## config.mk

```make
export PLATFORM = sky130hd
export DESIGN_NAME = rsp_tone_gen
export DESIGN_NICKNAME = d
export VERILOG_FILES = /design/src/rtl/rsp_tone_gen.sv
export SDC_FILE = /design/constraint.sdc
export NUM_CORES = 1
export LEC_CHECK = 0
export ABC_AREA = 1
export CAP_MARGIN = 20
export CORE_MARGIN = 10
export CORE_UTILIZATION = 53
export DETAILED_ROUTE_END_ITERATION = 8
export GPL_ROUTABILITY_DRIVEN = 0
export MAX_ROUTING_LAYER = met4
export PLACE_DENSITY = 0.78
export SYNTH_ARGS = -nofsm -noshare
export SYNTH_HDL_FRONTEND = slang
export SYNTH_SLANG_ARGS = --single-unit
```

## constraint.sdc

```tcl
create_clock -name clk -period 3.9 [get_ports clk]
set_input_delay 0.78 -clock clk [delete_from_list [all_inputs] [get_ports clk]]
set_output_delay 0.78 -clock clk [all_outputs]
set_load 0.01 [all_outputs]
```

## src/rtl/rsp_tone_gen.sv

```systemverilog
// rsp_tone_gen: stepped-tone stimulus generator for the RSP input.
// Streams a blanking segment followed by three stepped tones on a
// valid/ready port. Each tone is an 8-step sine or a 4-step square.
// Optional LFSR dither on out_data_o[0]: define RSP_TONEGEN_DITHER_EN.
// Ports:
//   clk, reset      clock, synchronous active-high reset
//   start_i/stop_i  one-cycle run control pulses
//   hold*_i         per-tone step hold (hold+1 samples per step)
//   shape_i         per-tone select, 0 sine, 1 square
//   *_len_i         blank/tone0/tone1 segment lengths in samples
//   out_*           sample stream (valid/ready, data, segment tag)
//   busy_o          run in progress
module rsp_tone_gen #(
  parameter int DATA_W = 16,
  parameter int HOLD_W = 10,
  parameter int SEG_W  = 13
) (
  input  logic              clk,
  input  logic              reset,
  input  logic              start_i,
  input  logic              stop_i,
  input  logic [HOLD_W-1:0] hold0_i,
  input  logic [HOLD_W-1:0] hold1_i,
  input  logic [HOLD_W-1:0] hold2_i,
  input  logic [2:0]        shape_i,
  input  logic [SEG_W-1:0]  blank_len_i,
  input  logic [SEG_W-1:0]  seg0_len_i,
  input  logic [SEG_W-1:0]  seg1_len_i,
  output logic              out_valid_o,
  input  logic              out_ready_i,
  output logic [DATA_W-1:0] out_data_o,
  output logic [1:0]        out_seg_o,
  output logic              busy_o
);

  // Two guard bits: the sum of three lengths never overflows.
  localparam int NW = SEG_W + 2;

  typedef enum logic {
    IDLE,
    RUN
  } state_e;

  state_e                 state_q, state_d;
  logic                   pend_q, pend_d;
  logic                   valid_q, valid_d;
  logic [DATA_W-1:0]      data_q, data_d;
  logic [1:0]             seg_q, seg_d;
  logic [NW-1:0]          n_q, n_d;
  logic [2:0][HOLD_W-1:0] hold_q, hold_d;
  logic [2:0]             shape_q, shape_d;
  logic [2:0][NW-1:0]     bnd_q, bnd_d;
  logic [2:0][HOLD_W-1:0] cnt_q, cnt_d;
  logic [2:0][2:0]        idx_q, idx_d;
  logic [2:0][NW-1:0]     bnd_in;
  logic signed [15:0]     tone_v;
  logic                   acc;

`ifdef RSP_TONEGEN_DITHER_EN
  localparam logic [15:0] LFSR_SEED = 16'hACE1;
  logic [15:0] lfsr_q, lfsr_d;
`endif

  // Segment boundaries are kept cumulative so the
  // segment of sample n is three compares.
  function automatic logic [1:0] seg_of(
    input logic [NW-1:0]      n,
    input logic [2:0][NW-1:0] bnd
  );
    logic [1:0] s;
    if (n < bnd[0])      s = 2'd0;
    else if (n < bnd[1]) s = 2'd1;
    else if (n < bnd[2]) s = 2'd2;
    else                 s = 2'd3;
    return s;
  endfunction

  function automatic logic signed [15:0] tbl(
    input logic       sq,
    input logic [2:0] i
  );
    logic signed [15:0] v;
    v = '0;
    if (sq) begin
      unique case (i[1:0])
        2'd1:    v = 16'sd32767;
        2'd3:    v = 16'sh8000;
        default: v = '0;
      endcase
    end else begin
      unique case (i)
        3'd1, 3'd3: v = 16'sd23170;
        3'd2:       v = 16'sd32767;
        3'd5, 3'd7: v = -16'sd23170;
        3'd6:       v = 16'sh8000;
        default:    v = '0;
      endcase
    end
    return v;
  endfunction

  // Truncating arithmetic shift: no rounding.
  function automatic logic [DATA_W-1:0] scale(
    input logic signed [15:0] v
  );
    logic signed [15:0] s;
    s = v >>> (16 - DATA_W);
    return s[DATA_W-1:0];
  endfunction

  always_comb begin
    bnd_in    = '0;
    bnd_in[0] = NW'(blank_len_i);
    bnd_in[1] = bnd_in[0] + NW'(seg0_len_i);
    bnd_in[2] = bnd_in[1] + NW'(seg1_len_i);
  end

  always_comb begin
    state_d = state_q;
    pend_d  = pend_q;
    valid_d = valid_q;
    data_d  = data_q;
    seg_d   = seg_q;
    n_d     = n_q;
    hold_d  = hold_q;
    shape_d = shape_q;
    bnd_d   = bnd_q;
    cnt_d   = cnt_q;
    idx_d   = idx_q;
    tone_v  = '0;
`ifdef RSP_TONEGEN_DITHER_EN
    lfsr_d  = lfsr_q;
`endif
    acc = valid_q && out_ready_i;

    unique case (state_q)
      IDLE: begin
        if (start_i && !stop_i) begin
          state_d = RUN;
          valid_d = 1'b1;
          pend_d  = 1'b0;
          hold_d  = {hold2_i, hold1_i, hold0_i};
          shape_d = shape_i;
          bnd_d   = bnd_in;
          n_d     = '0;
          cnt_d   = '0;
          idx_d   = '0;
          seg_d   = seg_of('0, bnd_in);
          // Every table entry 0 is zero.
          data_d  = '0;
`ifdef RSP_TONEGEN_DITHER_EN
          lfsr_d    = LFSR_SEED;
          data_d[0] = LFSR_SEED[0];
`endif
        end
      end
      RUN: begin
        if (acc) begin
          if (n_q < bnd_q[2]) n_d = n_q + 1'b1;
          for (int k = 0; k < 3; k++) begin
            if (cnt_q[k] == hold_q[k]) begin
              cnt_d[k] = '0;
              if (shape_q[k])
                idx_d[k] = {1'b0, idx_q[k][1:0] + 2'd1};
              else
                idx_d[k] = idx_q[k] + 3'd1;
            end else begin
              cnt_d[k] = cnt_q[k] + 1'b1;
            end
          end
          seg_d = seg_of(n_d, bnd_q);
          unique case (seg_d)
            2'd1:    tone_v = tbl(shape_q[0], idx_d[0]);
            2'd2:    tone_v = tbl(shape_q[1], idx_d[1]);
            2'd3:    tone_v = tbl(shape_q[2], idx_d[2]);
            default: tone_v = '0;
          endcase
          data_d = scale(tone_v);
`ifdef RSP_TONEGEN_DITHER_EN
          lfsr_d = {lfsr_q[14:0],
                    lfsr_q[15] ^ lfsr_q[13] ^
                    lfsr_q[12] ^ lfsr_q[10]};
          data_d[0] = data_d[0] ^ lfsr_d[0];
`endif
        end
        // valid is always high in RUN, so ready means the
        // presented sample completes on this edge.
        if ((stop_i || pend_q) && out_ready_i) begin
          state_d = IDLE;
          valid_d = 1'b0;
          pend_d  = 1'b0;
          data_d  = '0;
          seg_d   = '0;
        end else if (stop_i) begin
          pend_d = 1'b1;
        end
      end
      default: state_d = IDLE;
    endcase
  end

  always_ff @(posedge clk) begin
    if (reset) begin
      state_q <= IDLE;
      pend_q  <= 1'b0;
      valid_q <= 1'b0;
      data_q  <= '0;
      seg_q   <= '0;
      n_q     <= '0;
      hold_q  <= '0;
      shape_q <= '0;
      bnd_q   <= '0;
      cnt_q   <= '0;
      idx_q   <= '0;
`ifdef RSP_TONEGEN_DITHER_EN
      lfsr_q  <= '0;
`endif
    end else begin
      state_q <= state_d;
      pend_q  <= pend_d;
      valid_q <= valid_d;
      data_q  <= data_d;
      seg_q   <= seg_d;
      n_q     <= n_d;
      hold_q  <= hold_d;
      shape_q <= shape_d;
      bnd_q   <= bnd_d;
      cnt_q   <= cnt_d;
      idx_q   <= idx_d;
`ifdef RSP_TONEGEN_DITHER_EN
      lfsr_q  <= lfsr_d;
`endif
    end
  end

  assign out_valid_o = valid_q;
  assign out_data_o  = data_q;
  assign out_seg_o   = seg_q;
  assign busy_o      = (state_q == RUN);

endmodule
```

* After elaboration in Yosys (flattened, before gate mapping)
Cells that the tools add are included.
** Storage, ports and cells
- Flip-flop bits (word level) :: 151
- Output and inout bits :: 20
- Word-level logic and storage cells :: 153
** Cells by class
- Add/subtract/negate cells :: 12
- $lt $le $gt $ge :: 7
- Equality and inequality tests :: 35
- Multiplexer cells :: 63
- Bitwise operators :: 1
- Reductions and logical operators :: 16
** Operators by type and width (count)
- 16-bit case mux with 4 select lines :: 3
- 16-bit case mux with 2 select lines :: 4
- 16-bit 2-to-1 mux :: 6
- 15-bit 2-to-1 mux :: 5
- 30-bit 2-to-1 mux :: 2
- 30-bit case mux with 2 select lines :: 1
- 16-bit case mux with 3 select lines :: 1
- 15-bit < comparator :: 3
- 3-bit 2-to-1 mux :: 12
- 10-bit by 1-bit adder with 10-bit output (second input constant) :: 3
- 10-bit == test :: 3
- 10-bit 2-to-1 mux :: 3
- 15-bit case mux with 2 select lines :: 1
- 3-bit == test (second input constant) :: 9
- 3-bit by 2-bit == test with 1-bit output (second input constant) :: 6
- 2-bit 2-to-1 mux :: 9
- 9-bit 2-to-1 mux :: 2
- 9-bit case mux with 2 select lines :: 1
- 14-bit by 13-bit adder with 15-bit output :: 1
- 15-bit by 1-bit adder with 15-bit output (second input constant) :: 1
- 1-bit by 15-bit < comparator with 1-bit output (first input constant) :: 1
- 15-bit by 13-bit < comparator with 1-bit output :: 1
- 13-bit by 13-bit adder with 14-bit output :: 1
- 1-bit by 14-bit < comparator with 1-bit output (first input constant) :: 1
- 19 further kinds :: 54

* Depth between registers and ports, before layout
- Depth in word-level cells :: 15
- Mapped depth :: 29
- Mapped depth without buffers :: 29

* Worst setup path before layout
OpenSTA, ideal clock, no wires.
- Path type :: input -> register
- Start point :: input blank_len_i[0]
- End point :: register seg_q[0], in the netlist out_seg_o[0]
- Setup time :: 56 ps
- Arrival time :: 3686 ps
- Slack :: 158 ps
- Cell stages on the path :: 24
- Path buffers :: 0
- Cell sequence :: ha_1 > inv_1 > fa_1 > o21ai_1 > nand2_1 > nand2_1 > nand2_1 > nand2_1 > xor2_1 > ha_1 > a21o_1 > inv_1 > o21a_1 > nand3_1 > a21oi_1 > xor2_1 > nand2_1 > nor2_1 > nand3_1 > nand2_1 > nand4_1 > nand2_1 > nand2_1 > inv_1
** RTL lines
- start: declaration :: line 26 : input logic [SEG_W-1:0] blank_len_i,
- end signal: assignment :: line 223 : seg_q <= seg_d;
- end: declaration :: line 48 : logic [1:0] seg_q, seg_d;

==> flow_metrics.py <==
metrics = {
    "cts": {
        "htreeDepth": 4,
        "cts-root-buf": "clkbuf_16",
        "cts_tree": "yes",
        "cts_buffers": 17,
        "clock_path_buffers": 2,
        "cts.sinks": 139,
        "cts_hold_buf": 0,
        "clkTransAtPathRegs_ns": 0.06,
        "clk_latency_ns": 0.43,
    },
    "synth": {
        "synth_area_mm2": 0.00954,
        "postSynthAreaPerCell_um2": 6.67,
        "ys_warn_count": 0,
        "synth-edff-count": 0,
        "syn_nets": 1596,
        "ys.flop_type": "dfxtp_1",
        "ys_types": 51,
        "ys_seq_area_share_pct": 29.2,
        "synthCells": 1431,
        "synthArstFlopShare_pct": 0,
        "ys_ff_latch": 139,
    },
    "timing": {
        "period_share_pct": 98.9,
        "setup_viol_count_final": 0,
        "skew_ns": 0.0135,
        "fmax_mhz": 259,
        "hold_viol_final": 0,
        "worst_slew_pin_slew_ns": 0.993,
        "relSlewSlack_pct": 33.8,
        "maxSlewViolCount": 0,
        "post-route-min-period_ns": 3.86,
    },
    "placed_design": {
        "dp_hpwl_mm": 19.7,
        "place_area_mm2": 0.0114,
        "port_buffers": 96,
    },
    "floorplanning": {
        "coreArea_mm2": 0.0178,
        "row_count": 49,
        "ios": 97,
        "fp.dieW_um": 154,
        "die_area_mm2": 0.0238,
        "die_h_um": 154,
        "start_util_pct": 53.5,
    },
    "grt": {
        "grt_start_max_net_pins": 114,
        "grt_pass1_vias": 9414,
        "grt-ovfl-total": 0,
        "antenna_found_initial": 0,
        "grt_use_total_pct": 22.5,
        "grt_pass1_wl_mm": 43.8,
    },
    "critical_path": {
        "cp-start-kind": "input port",
        "crit_family": "simple AND/OR/NAND/NOR gates",
        "cp_common_cell": "nand2_1",
        "criticalPathCategory": "input port to flip-flop",
        "cpMaxStageDelayCell": "clkdlybuf4s50_1",
        "cpPeakStageDelay_ns": 0.51,
        "crit_arrival_ns": 4.23,
        "crit_buf_inv": 4,
        "path_cells": "clkdlybuf4s50_1, ha_4, a21oi_2, o21ai_0, buf_4, a211oi_2, xnor2_1, ha_1, a21oi_1, o21ai_1, buf_4, nand2_1, nand3_1, nand2_1, nand2_1, nand2_1, nand2_1, nor2_2, nand3_1, nand2_1, nand4_1, nand2_1, nand2_1, inv_1",
        "path_max_fanout": 4,
        "worstPathRequired_ns": 4.27,
        "end_kind": "flip-flop",
    },
    "pwr": {
        "combPwrFrac_pct": 32.9,
        "power.net_switching_mw": 1.53,
        "p_clk_share_pct": 35.0,
        "power_frac_seq_pct": 32.1,
        "p_sw_share_pct": 32.3,
        "p_int_mw": 3.21,
        "p_leak_nw": 5.82,
        "p_per_area_mw_per_mm2": 376,
        "ir_drop_mv": 0.274,
    },
    "outcome": {
        "status": "complete, no violations",
    },
    "routing": {
        "via_per_inst": 5.38,
        "vias": 9984,
        "routed_wirelength_mm": 28.1,
        "drtIter0Drc": 749,
        "drcViolationCount": 0,
        "wl_per_cell_um": 15.1,
        "drtAntennaViolNets": 0,
        "drt_pass1_iterations": 5,
    },
    "final_layout": {
        "antenna_cells": 0,
        "layout-drive-gt1-share_pct": 16.5,
        "syn_to_final_growth_pct": 32.3,
        "utilization_pct": 70.7,
        "fillerInstances": 1448,
        "fin_area_mm2": 0.0126,
        "final_nets": 1780,
    },
    "run": {
        "max-cap-violations": 0,
    },
    "min_path": {
        "hold_path.class": "flip-flop to flip-flop",
    },
}
-- worst paths after layout --
kind,start,to,slack (ns),depth (start not counted)
max,seg0_len_i[2],out_seg_o[0]$_SDFFE_PP0P_,0.04,24
min,bnd_q[10]$_SDFFE_PP0P_,bnd_q[10]$_SDFFE_PP0P_,0.47,2
max reg2reg,bnd_q[41]$_SDFFE_PP0P_,out_seg_o[1]$_SDFFE_PP0P_,0.17,27
min reg2reg,bnd_q[10]$_SDFFE_PP0P_,bnd_q[10]$_SDFFE_PP0P_,0.47,2
-- per-layer routing --
metal	share of wire, %	routed length, µm	GRT usage (%)
met1	43	12000	26.3
met2	50	13900	39.1
met3	5.6	1580	3.68
met4	2.0	562	6.16
met5	0	0	-
-- power by group through the flow --
| stage | logic, mW | clock network, mW | registers (mW) |
|---|---|---|---|
| global placement | 1.33 | 0 | 1.55 |
| detailed placement | 1.35 | 0 | 1.55 |
| global route | 1.71 | 1.75 | 1.53 |
| finish | 1.56 | 1.66 | 1.52 |
| CTS | 1.40 | 1.67 | 1.52 |
| floorplan | 0.796 | 0 | 1.54 |
-- kinds of logic after synthesis --
kind of cell	Yosys count	share of synthesized area, %
buf+inv	266	11.1
compound gates	297	16.8
fa+ha+maj	88	11.7
simple gates	590	26.6
xor+xnor	51	4.68
flops	139	29.2
-- synthesized netlist by cell type (3+ instances only) --
library cell,n,share of area (%)
nand4_1,32,2.1
clkbuf_1,36,1.4
o21ai_0,107,5.6
xor2_1,39,3.6
xnor2_1,12,1.1
a211oi_1,11,0.87
nand3_1,58,3.0
a221oi_1,4,0.37
o211ai_1,7,0.55
nand2_2,3,0.20
or2_2,5,0.33
nor2_2,3,0.20
o21ai_1,3,0.16
inv_2,4,0.16
dfxtp_1,139,29
ha_1,86,11
nand2_1,327,13
buf_4,12,0.94
a21oi_1,150,7.9
nand2b_1,3,0.20
a31oi_1,3,0.20
or4_1,3,0.24
inv_1,209,8.2
nor3_1,22,1.2
nor2_1,117,4.6
-- worst min-delay path, stage by stage (launching register included) --
cell and delay [ns]:
dfxtp_1 0.29, inv_1 0.07, a21oi_1 0.06
-- cells in the final DEF, fill, tap and decap left out, types with 52 or more instances in the layout --
master and n:
o21ai_0 97, a21oi_1 139, nand2_1 323, buf_4 120, ha_1 61, nand3_1 52
nor2_1 110, clkdlybuf4s50_1 88, dfxtp_1 130, inv_1 198
-- per-stage QoR --
| step | hold WS, ns | TNS, ns | setup WS [ns] | cells | power (mW) |
|---|---|---|---|---|---|
| 2_1_floorplan | 0.435 | 0 | 0.158 | 1431 | 2.34 |
| 5_1_grt | 0.482 | -0.576 | -0.149 | 1856 | 4.99 |
| 6_report | 0.467 | 0 | 0.0441 | 1856 | 4.74 |
| 3_5_place_dp | 0.456 | -2.43 | -0.590 | 1815 | 2.90 |
| 4_1_cts | 0.467 | 0 | 0.0315 | 1849 | 4.58 |
| 3_3_place_gp | 0.451 | -1.87 | -0.547 | 1815 | 2.87 |
-- what timing repair did --
action | CTS | global route
endpoints found under the setup margin | 1 | 10
pin swaps | 5 | 39
setup buffers | 3 | 7
resized for setup | 7 | 103
-- layout make-up --
type / instances / area, µm² / area share (%)
Inverter: 214 / 807 / 6.40
Timing Repair Buffer: 217 / 1890 / 14.9
Sequential cell: 139 / 2790 / 22.1
Clock inverter: 10 / 128 / 1.01
Multi-Input combinational cell: 1026 / 6230 / 49.4
Clock buffer: 21 / 480 / 3.81
Tap cell: 229 / 287 / 2.27
-- sequential cells by signal, summed over array words and instances (netlist names), 2 cells and up --
register,flops
out_data_o,5
cnt_q,30
n_q,15
idx_q,9
out_seg_o,2
hold_q,30
shape_q,3
bnd_q,42
No activity file was read; power rests on OpenSTA's default activity.
==> RTL change, RTL diff (config.mk and constraints unchanged) <==
Take the reset off `hold_q` and load it in a clocked block of its own.
--- a/src/rtl/rsp_tone_gen.sv
+++ b/src/rtl/rsp_tone_gen.sv
@@ -207,7 +207,6 @@
       data_q  <= '0;
       seg_q   <= '0;
       n_q     <= '0;
-      hold_q  <= '0;
       shape_q <= '0;
       bnd_q   <= '0;
       cnt_q   <= '0;
@@ -222,7 +221,6 @@
       data_q  <= data_d;
       seg_q   <= seg_d;
       n_q     <= n_d;
-      hold_q  <= hold_d;
       shape_q <= shape_d;
       bnd_q   <= bnd_d;
       cnt_q   <= cnt_d;
@@ -233,6 +231,10 @@
     end
   end
 
+  always_ff @(posedge clk) begin
+    hold_q <= hold_d;
+  end
+
   assign out_valid_o = valid_q;
   assign out_data_o  = data_q;
   assign out_seg_o   = seg_q;
Behaviour: same outputs for any inputs over 4 cycles, from zero or initial values and one cycle with reset high; that may be too few to reach the edited logic, so the function may still have changed.
==> RTL change against the unedited design <==
  * Register-to-register slack gained 0.03 ns
  * Worst hold slack hardly changed
  * Area after synthesis grew 0.43%
  * Setup slack improved by 0.029 ns
  * Synthesized cell count is 4.9% lower
  * Largest power group unchanged
  * Combinational power down 8%
  * Count of clock-buffer cells in the layout down 2
  * Critical endpoint unchanged
  * Sequential cell count stayed put
  * Sequential share of layout area is 2.6 points higher
  * Clock power shrank 4%
  * Total power fell by 3.2%
  * Cell area shrank 1.4%
  * Largest cell class unchanged
  * First-iteration DRC count up 9.6%
  * Wire length decreased by 1.4%
==> RTL change: results (changes against the unedited design) <==
Post-synth EDFFs = 30 (was 0)
HPWL Detailed = 19900 um (was 19700 um)
Worst Skew = 0.00879 ns (was 0.0135 ns)
critical path arrival = 4.21 ns (was 4.23 ns)
Layout Cells excl Fill = 1792 (was 1856)
worst-path maximum fanout = 3 (was 4)
Seq/Total Area, Yosys = 0.322 (was 0.292)
routed len/inst = 15.4 um (was 15.1 um)
LEAKAGE = 0.00577 uW (was 0.00582 uW)
net count of the mapped netlist = 1526 (was 1596)
DR vias = 9741 (was 9984)
DRT iter0 DRCs = 821 (was 749)
count of cell types in the netlist = 52 (was 51)
Max-slew headroom = 0.475 (was 0.338)
global-route wire length before repair = 44000 um (was 43800 um)
HP Start = bnd_q[3] (was bnd_q[10])
worst setup path start = seg0_len_i[5] (was seg0_len_i[2])
number of global-route vias before repair = 9229 (was 9414)
H-tree depth = 4 (unchanged)
dpl cell area = 11400 um^2 (about the same)
r2r setup slk = 0.20 ns (was 0.17 ns)
status = finished clean (unchanged)
nets = 1715 (was 1780)
Total GRT Usage = 0.225 (about the same)
reg2reg start = bnd_q[43] (was bnd_q[41])
CTS Buf Count = 17 (unchanged)
top post-synthesis cells by area = dfxtp_1 23%, nand2_1 13%, ha_1 11%, edfxtp_1 9.4%, inv_1 8.3% (was dfxtp_1 29%, nand2_1 13%, ha_1 11%, inv_1 8.2%, a21oi_1 7.9%)
worst vdd ir = 261 uV (was 274 uV)
Syn Inst Count = 1361 (was 1431)
RTL change: changes by cell type after synthesis, sizes merged, moves of 5 or more:
| cell | change |
|---|---|
| edfxtp | +30 |
| nor2 | -21 |
| nor4 | +5 |
| dfxtp | -30 |
| o21ai | -39 |
| nand3b | +6 |
| nand4 | -6 |
| clkbuf | -12 |
| a21oi | -12 |
| xor2 | +6 |
| nand3 | +6 |
RTL change: through the flow:
step	total power, uW	hold WS, ns	util	TNS (ns)	setup WS [ns]
after floorplan	2290	0.435	-	0	0.154
after global placement	2790	0.452	0.637	-1.49	-0.487
after detailed placement	2810	0.456	0.637	-2.43	-0.635
after CTS	4430	0.465	0.672	0	0.0000928
after global routing	4800	0.478	0.695	-0.522	-0.170
final	4590	0.467	0.695	0	0.0731
RTL change: area by class of cell:
class	instances	area, um^2
multi-input combinational	967	5830
fill	1397	5460
sequential	139	3080
timing repair buffer	210	1850
inverter	215	810
clock buffer	19	433
tap	229	287
clock inverter	13	144
RTL change: cell families after synthesis:
group                    synth area share
AO/OA/AOI/OAI                       0.144
XOR/XNOR                           0.0502
adder cells (fa/ha/maj)             0.116
buffers and inverters               0.107
flip-flops                          0.322
AND/OR/NAND/NOR                     0.261
RTL change: power by group:
| group | internal (uW) | total (uW) | switching, uW | leakage (uW) |
|---|---|---|---|---|
| logic | 647 | 1430 | 782 | 0.00432 |
| registers | 1530 | 1560 | 27.6 | 0.00117 |
| clock network | 947 | 1600 | 656 | 0.000278 |
| total | 3120 | 4590 | 1470 | 0.00577 |
RTL change: timing repair:
item                       4_1_cts  5_1_grt
buffers inserted                 4        5
setup endpoints to repair        1       12
resized for setup                7       72
pin swaps                        9       33
gates cloned                     0        2
RTL change: final timing paths:
path,to,cells after the start
max,out_seg_o[0],26
min,bnd_q[3],2
max reg2reg,out_data_o[1],25
min reg2reg,bnd_q[3],2
RTL change: worst max-delay path, cell delays in order:
cell and delay (ns):
clkdlybuf4s50_1 0.45, ha_4 0.30, buf_4 0.11, nand2_1 0.05, inv_1 0.08, nand3_2 0.07
nand3_2 0.09, a21oi_2 0.06, or2_0 0.21, nand2_1 0.10, inv_2 0.05, ha_4 0.26
buf_4 0.15, inv_2 0.06, o21ai_2 0.06, a31oi_1 0.22, o211ai_1 0.19, xnor2_1 0.26
nand2_1 0.09, nor2_1 0.12, nand3_1 0.08, nand2_1 0.07, nand4_1 0.08, nand2_1 0.11
nand2_1 0.06, inv_1 0.06
RTL change: routing by layer:
layer	up-vias	wire length, um	global-route usage
met4	0	971	0.0913
met2	327	13100	0.363
li1	4825	-	-
met5	-	0	-
met1	4506	12100	0.275
met3	83	1440	0.0358
